File: src/rtl/fmps_capture_pkg.sv
`default_nettype none
// ============================================================================
// Module   : fmps_capture_pkg
// Purpose  : Shared constants for the FMPS stream capture block: CSR field
//            positions and widths, FSM state encoding, the GPIO clear bit and
//            the overrun saturation value, plus a CSR packing helper.
// Ports    : none (package)
// Revision : 1.0 - initial release
// ============================================================================
package fmps_capture_pkg;

  // CSR field layout
  localparam int CSR_COLLECTING_BIT = 31;
  localparam int CSR_VALID_BIT      = 30;
  localparam int CSR_DUP_BIT        = 29;
  localparam int CSR_OVERRUN_LSB    = 20;
  localparam int CSR_OVERRUN_WIDTH  = 8;
  localparam int CSR_FRAME_LSB      = 12;
  localparam int CSR_FRAME_WIDTH    = 8;
  localparam int CSR_COUNT_LSB      = 0;
  localparam int CSR_COUNT_WIDTH    = 10;

  // GPIO_OUT bit that clears the overrun counter when csrStrobe is high
  localparam int GPIO_CLEAR_BIT = 0;

  localparam logic [CSR_OVERRUN_WIDTH-1:0] OVERRUN_SAT = 8'd255;

  typedef enum logic [0:0] {
    FSM_WAIT_SYNC = 1'b0,
    FSM_COLLECT   = 1'b1
  } fsm_state_t;

  function automatic logic [31:0] pack_csr(
    input logic                         collecting,
    input logic                         valid,
    input logic                         dup,
    input logic [CSR_OVERRUN_WIDTH-1:0] overrun,
    input logic [CSR_FRAME_WIDTH-1:0]   frames,
    input logic [CSR_COUNT_WIDTH-1:0]   count
  );
    logic [31:0] w;
    w = '0;
    w[CSR_COLLECTING_BIT]                         = collecting;
    w[CSR_VALID_BIT]                              = valid;
    w[CSR_DUP_BIT]                                = dup;
    w[CSR_OVERRUN_LSB +: CSR_OVERRUN_WIDTH]       = overrun;
    w[CSR_FRAME_LSB +: CSR_FRAME_WIDTH]           = frames;
    w[CSR_COUNT_LSB +: CSR_COUNT_WIDTH]           = count;
    return w;
  endfunction

endpackage
`default_nettype wire

File: src/rtl/fmps_capture_dpram.sv
`default_nettype none
// ============================================================================
// Module   : fmps_capture_dpram
// Purpose  : Simple dual-port RAM holding both capture banks. The bank is the
//            MSB of the address. One write port, one registered read port
//            with read-before-write behaviour on an address collision.
// Ports    : clk      - clock
//            wr_en    - write enable
//            wr_addr  - write address {bank, slot}
//            wr_data  - write data
//            rd_addr  - read address {bank, slot}
//            rd_data  - registered read data (one cycle latency)
// Revision : 1.0 - initial release
// ============================================================================
module fmps_capture_dpram
  import fmps_capture_pkg::*;
#(
  parameter int ADDR_WIDTH = 6,
  parameter int DATA_WIDTH = 32
) (
  input  logic                  clk,
  input  logic                  wr_en,
  input  logic [ADDR_WIDTH-1:0] wr_addr,
  input  logic [DATA_WIDTH-1:0] wr_data,
  input  logic [ADDR_WIDTH-1:0] rd_addr,
  output logic [DATA_WIDTH-1:0] rd_data
);

  localparam int DEPTH = 1 << ADDR_WIDTH;

  logic [DATA_WIDTH-1:0] mem [0:DEPTH-1];

  // Contents are deliberately not reset; the top gates reads with the
  // presence bitmap so stale words never reach the outputs.
  always_ff @(posedge clk) begin
    if (wr_en) begin
      mem[wr_addr] <= wr_data;
    end
    rd_data <= mem[rd_addr];
  end

endmodule
`default_nettype wire

File: src/rtl/fmps_stream_capture.sv
`default_nettype none
// ============================================================================
// Module   : fmps_stream_capture
// Purpose  : Rebuilds a per-FA-cycle FMPS snapshot from the (index, data,
//            valid) packet stream. Double-buffered: one bank collects while
//            the other is committed and randomly readable. FAstrobe closes a
//            frame; readoutHold turns a close into an overrun (frame dropped).
// Ports    : sysClk, sysReset         - clock, synchronous active-high reset
//            FAstrobe                 - frame boundary pulse
//            packetIndex/Data/Valid   - incoming packet stream
//            readoutHold              - freeze committed bank
//            csrStrobe, GPIO_OUT      - CSR write (bit 0 clears overruns)
//            readoutAddress           - committed-bank read address
//            readoutData/Present      - read result, one cycle latency
//            bitmap                   - committed presence bitmap
//            frameStrobe              - one-cycle pulse per commit
//            csr                      - status word
// Revision : 1.0 - initial release
// ============================================================================
module fmps_stream_capture
  import fmps_capture_pkg::*;
#(
  parameter int INDEX_WIDTH = 5,
  parameter int DATA_WIDTH  = 32
) (
  input  logic                        sysClk,
  input  logic                        sysReset,
  input  logic                        FAstrobe,
  input  logic [INDEX_WIDTH-1:0]      packetIndex,
  input  logic [DATA_WIDTH-1:0]       packetData,
  input  logic                        packetValid,
  input  logic                        readoutHold,
  input  logic                        csrStrobe,
  input  logic [31:0]                 GPIO_OUT,
  input  logic [INDEX_WIDTH-1:0]      readoutAddress,
  output logic [DATA_WIDTH-1:0]       readoutData,
  output logic                        readoutPresent,
  output logic [(1<<INDEX_WIDTH)-1:0] bitmap,
  output logic                        frameStrobe,
  output logic [31:0]                 csr
);

  localparam int SLOTS = 1 << INDEX_WIDTH;

  // The unique-slot count field is 10 bits wide, which bounds the frame size.
  if (INDEX_WIDTH > 9) begin : g_width_check
    $error("fmps_stream_capture: INDEX_WIDTH must be <= 9");
  end

  fsm_state_t                     state;
  logic                           wr_bank;
  logic [SLOTS-1:0]               wr_bitmap;
  logic [CSR_COUNT_WIDTH-1:0]     wr_count;
  logic                           wr_dup;
  logic [CSR_COUNT_WIDTH-1:0]     commit_count;
  logic                           commit_dup;
  logic                           commit_valid;
  logic [CSR_FRAME_WIDTH-1:0]     frame_count;
  logic [CSR_OVERRUN_WIDTH-1:0]   overrun_count;

  logic                           boundary;
  logic                           do_commit;
  logic                           do_overrun;
  logic                           accept;
  logic                           clear_overrun;
  logic                           wr_bank_next;
  logic [SLOTS-1:0]               wr_bitmap_next;
  logic [CSR_COUNT_WIDTH-1:0]     wr_count_next;
  logic                           wr_dup_next;
  logic [DATA_WIDTH-1:0]          ram_q;
  logic                           unused_gpio;

  assign boundary      = (state == FSM_COLLECT) && FAstrobe;
  assign do_commit     = boundary && !readoutHold;
  assign do_overrun    = boundary && readoutHold;
  assign clear_overrun = csrStrobe && GPIO_OUT[GPIO_CLEAR_BIT];
  assign unused_gpio   = ^GPIO_OUT[31:1];

  // A packet coinciding with FAstrobe belongs to the frame that the strobe
  // opens, including the very first strobe that leaves WAIT_SYNC.
  assign accept = packetValid && ((state == FSM_COLLECT) || FAstrobe);

  // Write-side next state: a strobe clears the frame first, then the
  // coincident packet (if any) is folded into the freshly cleared frame.
  always_comb begin
    wr_bank_next   = do_commit ? ~wr_bank : wr_bank;
    wr_bitmap_next = FAstrobe ? '0 : wr_bitmap;
    wr_count_next  = FAstrobe ? '0 : wr_count;
    wr_dup_next    = FAstrobe ? 1'b0 : wr_dup;
    if (accept) begin
      if (wr_bitmap_next[packetIndex]) begin
        wr_dup_next = 1'b1;
      end else begin
        wr_count_next = wr_count_next + CSR_COUNT_WIDTH'(1);
      end
      wr_bitmap_next[packetIndex] = 1'b1;
    end
  end

  // Writes go to the post-flip bank, reads to the committed bank (~wr_bank).
  // On a commit cycle both address the same bank; the RAM's read-before-write
  // keeps the read returning the frame that was committed until this edge.
  fmps_capture_dpram #(
    .ADDR_WIDTH (INDEX_WIDTH + 1),
    .DATA_WIDTH (DATA_WIDTH)
  ) u_dpram (
    .clk     (sysClk),
    .wr_en   (accept),
    .wr_addr ({wr_bank_next, packetIndex}),
    .wr_data (packetData),
    .rd_addr ({~wr_bank, readoutAddress}),
    .rd_data (ram_q)
  );

  always_ff @(posedge sysClk) begin
    if (sysReset) begin
      state          <= FSM_WAIT_SYNC;
      wr_bank        <= 1'b0;
      wr_bitmap      <= '0;
      wr_count       <= '0;
      wr_dup         <= 1'b0;
      bitmap         <= '0;
      commit_count   <= '0;
      commit_dup     <= 1'b0;
      commit_valid   <= 1'b0;
      frame_count    <= '0;
      overrun_count  <= '0;
      frameStrobe    <= 1'b0;
      readoutPresent <= 1'b0;
    end else begin
      case (state)
        FSM_WAIT_SYNC: begin
          if (FAstrobe) begin
            state <= FSM_COLLECT;
          end
        end
        FSM_COLLECT: begin
          if (do_commit) begin
            bitmap       <= wr_bitmap;
            commit_count <= wr_count;
            commit_dup   <= wr_dup;
            commit_valid <= 1'b1;
            frame_count  <= frame_count + CSR_FRAME_WIDTH'(1);
          end
        end
        default: state <= FSM_WAIT_SYNC;
      endcase

      wr_bank        <= wr_bank_next;
      wr_bitmap      <= wr_bitmap_next;
      wr_count       <= wr_count_next;
      wr_dup         <= wr_dup_next;
      frameStrobe    <= do_commit;
      // Presence is sampled from the same bitmap the RAM read is aligned to.
      readoutPresent <= bitmap[readoutAddress];

      // A clear coinciding with an overrun wins.
      if (clear_overrun) begin
        overrun_count <= '0;
      end else if (do_overrun && (overrun_count != OVERRUN_SAT)) begin
        overrun_count <= overrun_count + CSR_OVERRUN_WIDTH'(1);
      end
    end
  end

  assign readoutData = readoutPresent ? ram_q : '0;

  assign csr = pack_csr(wr_count != '0, commit_valid, commit_dup,
                        overrun_count, frame_count, commit_count);

endmodule
`default_nettype wire

File: config.mk
export PLATFORM = sky130hd
export DESIGN_NAME = fmps_stream_capture
export DESIGN_NICKNAME = d
export VERILOG_FILES = /design/src/rtl/fmps_capture_pkg.sv /design/src/rtl/fmps_capture_dpram.sv /design/src/rtl/fmps_stream_capture.sv
export SDC_FILE = /design/constraint.sdc
export NUM_CORES = 2
export LEC_CHECK = 0
export ABC_CLOCK_PERIOD_IN_PS = 5600
export BUFFER_PORTS_ARGS = -buffer_cell sky130_fd_sc_hd__buf_2
export CAP_MARGIN = 15
export CORE_ASPECT_RATIO = 0.6
export CORE_UTILIZATION = 27
export DETAILED_ROUTE_END_ITERATION = 8
export SKIP_CTS_REPAIR_TIMING = 1
export SYNTH_ARGS = -nofsm -noshare
export SYNTH_HDL_FRONTEND = slang
export SYNTH_SLANG_ARGS = --single-unit
export TNS_END_PERCENT = 5
File: constraint.sdc
create_clock -name sysClk -period 5.6 [get_ports sysClk]
set_input_delay 1.68 -clock sysClk [delete_from_list [all_inputs] [get_ports sysClk]]
set_output_delay 1.68 -clock sysClk [all_outputs]
set_load 0.05 [all_outputs]
==> Yosys cells after proc, flatten, opt, wreduce, memory -nomap -nowiden <==
Memory sizes are Yosys's and may differ from the RTL's. A register that Yosys moved wholly into a read port is not among the register bits.
Index checks and enable logic that the tools add are counted.
{ "word_totals": {"memories": 1, "out_inout_bits": 98, "register_bits": 107, "in_bits": 80, "elab_cells": 55, "mem_bits_rw": 2048} }
{ "op_classes": {"bitwise_logic": 2, "mux": 20, "add_sub_neg": 3, "n_lt_le_gt_ge": 3, "n_reduce_logical": 12, "n_eq_ne": 1} }
{ "mem_list": {"columns": ["name", "depth", "width", "read_ports", "rd_clocked_by_memory_dff", "wr", "line", "source"], "rows": [
  ["u_dpram.mem", 64, 32, 1, 1, 1, "fmps_capture_dpram.sv:31", "logic [DATA_WIDTH-1:0] mem [0:DEPTH-1];"]
]} }
{ "ops": {"columns": ["op", "count"], "rows": [
  ["$mux W32", 3],
  ["$or A32 B32 Y32", 1],
  ["$mux W10", 3],
  ["$add A8 B1 Y8 const B", 2],
  ["$lt A5 B6 Y1 const B", 2],
  ["$mux W1", 11],
  ["$add A10 B1 Y10 const B", 1],
  ["$bmux W1 S5", 2],
  ["$reduce_bool A10 Y1", 1],
  ["$ne A8 B8 Y1 const B", 1],
  ["$logic_and A1 B1 Y1", 7],
  ["$demux W1 S5", 1],
  ["$ge A5 B1 Y1 const B", 1],
  ["$reduce_and A2 Y1", 1],
  ["$reduce_or A2 Y1", 1],
  ["$logic_not A1 Y1", 1],
  ["$logic_or A1 B1 Y1", 1],
  ["$not A1 Y1", 1]
]} }

==> Logic depth before layout (Yosys ltp) <==
{ "depth": {"depth_word": 6, "mapped_depth": 9, "depth_no_buf": 6} }

==> By module <==
Synthesis repeated with hierarchy kept, for this count alone.
{ "hier_totals": {"hier_cells": 3887, "hier_area_um2": 83342.4} }
{ "by_module_without_submodules": {"columns": ["module", "instances", "seq_area_each_um2", "cells_each", "area_per_inst_um2"], "rows": [
  ["fmps_capture_dpram", 1, 62139.6, 3324, 78515.3],
  ["fmps_stream_capture", 1, 2142.1, 563, 4827.1]
]} }

==> Worst setup path after synthesis <==
No wires, ideal clock.
{ "synth_timing": {"path_type": "input -> register", "startpoint": "input port FAstrobe", "endpoint": "memory u_dpram.mem[1][0] (enable)", "t_required_ps": 5179, "path_stages": 5, "setup_time_ps": 421, "slack_ps": 981, "path_buffers": 1, "arrival_time_ps": 4198, "path_cell_list": "clkbuf_1 > o21ai_1 > nor3b_1 > nand2_1 > nor2_1"} }
{ "synth_between": {"elab_chain_cells": 4, "elab_cells_between_ends": 7, "classes_between": "mux (3); reduce/logical (4)"} }
{ "synth_rtl": {"columns": ["element", "line", "source"], "rows": [
  ["start: declaration", "fmps_stream_capture.sv:28", "input logic FAstrobe,"],
  ["$logic_or A1 B1 Y1", "fmps_stream_capture.sv:81", "assign accept = packetValid && ((state == FSM_COLLECT) || FAstrobe);"],
  ["$logic_and A1 B1 Y1", "fmps_stream_capture.sv:81", null],
  ["$mux W1", "fmps_capture_dpram.sv:36", "if (wr_en) begin"],
  ["$mux W1 (implied by the code)", "fmps_capture_dpram.sv:37", "mem[wr_addr] <= wr_data;"],
  ["end: declaration", "fmps_capture_dpram.sv:31", null]
]} }
Parallel ways exist; a longest one is shown, timed or not.

==> Final worst setup path <==
{ "layout_timing": {"startpoint": "register readoutPresent", "endpoint": "output port readoutData[7]"} }
{ "layout_between": {"elab_chain_cells": 1} }
{ "layout_rtl": {"columns": ["element", "line", "source"], "rows": [
  ["start: declaration", "fmps_stream_capture.sv:37", "output logic readoutPresent,"],
  ["start signal: assignment", "fmps_stream_capture.sv:155", "readoutPresent <= bitmap[readoutAddress];"],
  ["$mux W32", "fmps_stream_capture.sv:166", "assign readoutData = readoutPresent ? ram_q : '0;"],
  ["end: declaration", "fmps_stream_capture.sv:36", "output logic [DATA_WIDTH-1:0] readoutData,"]
]} }
No other way between the ends.

==> results.cfg <==
[place]
place_hpwl_um = 134000
dp_cells = 7952
placed_area_mm2 = 0.0893
portBuffers = 143
place_congestion = 0.758

[setup_path]
end_kind = output port
cp_slowest_cell = buf_4
crit_required_ps = 3920
path_cells = buf_4, and2_1, buf_2
path_max_fanout = 33
cp.depth = 3
cp.arrival_ps = 2200
path_class = flop to output port
critPathMaxStageDelay_ps = 360
rr_worst_depth = 7
critPathBufInv = 2
critPathTopFamily = buffers and inverters
critPathLaunchType = flop

[cts]
cts_max_path_buffers = 4
h-tree-depth = 4
cts_buffers = 206
path_clk_slew_ps = 60
clock_latency_ps = 860
numClockSinks = 2187
tritoncts = yes
cts-root-buf = clkbuf_16

[synth]
synthArstFlopShare = 0
synth_cell_type_count = 52
synth.area.mux_share = 0.145
syn_inst = 3838
yosys_warnings = 0
ys.flop_type = edfxtp_1
synth_compound_area_frac = 0.0365
syn_area_mm2 = 0.0824
synth-edff-count = 2048
ys_ff_latch = 2187
synth_xor_xnor_area_share = 0.00191
yosysSeqAreaShare = 0.780
synthAdderAreaFrac = 0.000456
synth-simple-area-share = 0.0240
syn-mean-instance-area_um2 = 21.5
synth_top_family_by_area = multiplexers

[grt]
grt_max_degree = 100
grt_pass1_vias = 41522
antenna_found_initial = 34
gr-usage-all-layers = 0.143
grt_overflow = 0
grt_pass1_wl_um = 316000

[hold_path]
hp-class = flop to flop
hold_depth = 2

[route]
post_drt_wl_per_cell_um = 27.1
postRouteAntennaNets = 0
route.detailed.drc = 0
drtIter0Drc = 5285
vias = 41643
first_pass_iters = 5
wl_um = 226000
vias_per_cell = 4.99

[sta]
period_needed_ps = 3880
setup_viol = 0
tns_ps = 0
holdWs_ps = 451
period_share = 0.692
slew_violations = 0
rsz0062_at_grt = no
skew_ps = 68.1
slew-limit-headroom = 0.206
finalHoldViolations = 0
tightest_slew_ps = 1190
fmax_ghz = 0.258

[run_status]
status = complete, no violations

[final_layout]
register_area_mm2 = 0.0643
final_area_mm2 = 0.0960
fin_cells = 8344
fillCellCount = 28514
syn_to_final_growth_pct = 16.6
multi_input_area_mm2 = 0.0177
final_nets = 4221
drive_gt1_frac = 0.288

[die]
core_mm2 = 0.302
num_rows = 156
chipHeight_um = 430
die_area_mm2 = 0.307
io_pins = 178
start_util = 0.273
die_w_um = 715

[power_and_ir_drop]
p_leak_uw = 0.0295
powerDensity_mw_per_mm2 = 348
ir_worst_vdd_uv = 255

[job]
cap_violations = 0
[per-stage QoR]
stage / utilization / power [uW] / setup WS [ps]
floorplan: - / 19200 / 981
global placement: 0.295 / 19900 / 916
detailed placement: 0.295 / 19900 / 944
CTS: 0.317 / 33700 / 1620
global route: 0.318 / 34400 / 1600
finish: 0.318 / 33400 / 1720
[registers in the layout, indices dropped and copies added, names as in the netlist]
| register | count |
|---|---|
| u_dpram.rd_data | 32 |
| wr_count | 10 |
| readoutPresent | 1 |
| wr_dup | 1 |
| commit_dup | 1 |
| commit_valid | 1 |
| frame_count | 8 |
| state | 1 |
| overrun_count | 8 |
| u_dpram.mem | 2048 |
| bitmap | 32 |
| frameStrobe | 1 |
| commit_count | 10 |
| wr_bitmap | 32 |
| wr_bank | 1 |
[cell families (layout without fill, tap and decap cells)]
group	Yosys count	after routing
adder cells (fa/ha/maj)	3	3
AO/OA/AOI/OAI	426	426
XOR/XNOR	18	18
AND/OR/NAND/NOR	437	437
other	1	16
multiplexers	531	531
flip-flops	2187	2187
buffers and inverters	235	697
[worst register-to-register path, stage by stage (launching register included)]
cell and delay [ps]:
dfxtp_1 1000, buf_4 460, or2_1 640, buf_4 440
o22ai_1 240, nor2_1 160, a21oi_1 150, o221ai_1 290
[path summary, 6_finish.rpt]
| path | from | to | slack [ps] |
|---|---|---|---|
| setup reg to reg | wr_bank | u_dpram.rd_data[13] | 2020 |
| setup / recovery | readoutPresent | readoutData[7] | 1720 |
| hold reg to reg | commit_dup | commit_dup | 450 |
| hold / removal | commit_dup | commit_dup | 450 |
[cells in the final DEF (no fill, tap or decap), types with 4 or more instances in the layout]
master      count
nor2b_2         6
clkbuf_16     207
bufinv_16      19
o21ai_0         4
a22oi_1        37
clkbuf_1       36
a22o_1         64
nor3_1         34
diode_2        13
nand4_1         9
xor2_1          9
nand2_1       179
a21oi_1       108
edfxtp_1     2048
nor3b_1         4
buf_2         139
nand2b_1        6
and2_1         36
clkinv_2       38
nor2_1         52
o221ai_1       32
buf_4         152
clkinv_4        6
and3_1          7
buf_12         27
inv_6           8
nand3_1         5
nor2_4         66
a221oi_1       64
clkinv_1       40
mux4_2        529
clkinvlp_4     10
o22ai_1       100
dfxtp_1       139
nor2b_1         6
clkbuf_8        6
xnor2_1         7
[layer usage]
layer	part of all wire	vias up	GRT usage
met5	0.00052	-	0
met4	0.023	18	0.0320
met3	0.10	312	0.0371
met2	0.44	2018	0.212
met1	0.43	22524	0.212
li1	-	16771	-
[area by class of cell]
type                            instances  share of cell area
Clock inverter                        123              0.0120
Tap cell                             4029              0.0525
Timing Repair Buffer                  322              0.0255
Multi-Input combinational cell       1418               0.184
Inverter                                3            0.000117
Sequential cell                      2187               0.669
Antenna cell                           13            0.000339
Clock buffer                          249              0.0562
[cell usage after synthesis (14+ instances only)]
master	n	area [um^2]
a221oi_1	64	561
o22ai_1	100	626
edfxtp_1	2048	61500
a22o_1	64	561
dfxtp_1	139	2780
nand2_1	179	672
and2_1	36	225
buf_1	19	71.3
nor2b_1	14	87.6
buf_2	62	310
a22oi_1	37	278
o221ai_1	32	280
mux4_2	529	11900
nor2_1	121	454
a21oi_1	108	541
nor3_1	34	170
clkbuf_1	143	537
[power by group]
part / internal (uW) / switching, uW
clock: 7750 / 6120
combinational: 550 / 1020
sequential: 17900 / 57.6
total: 26200 / 7200
Note: power is estimated with default switching activity, not from simulation.
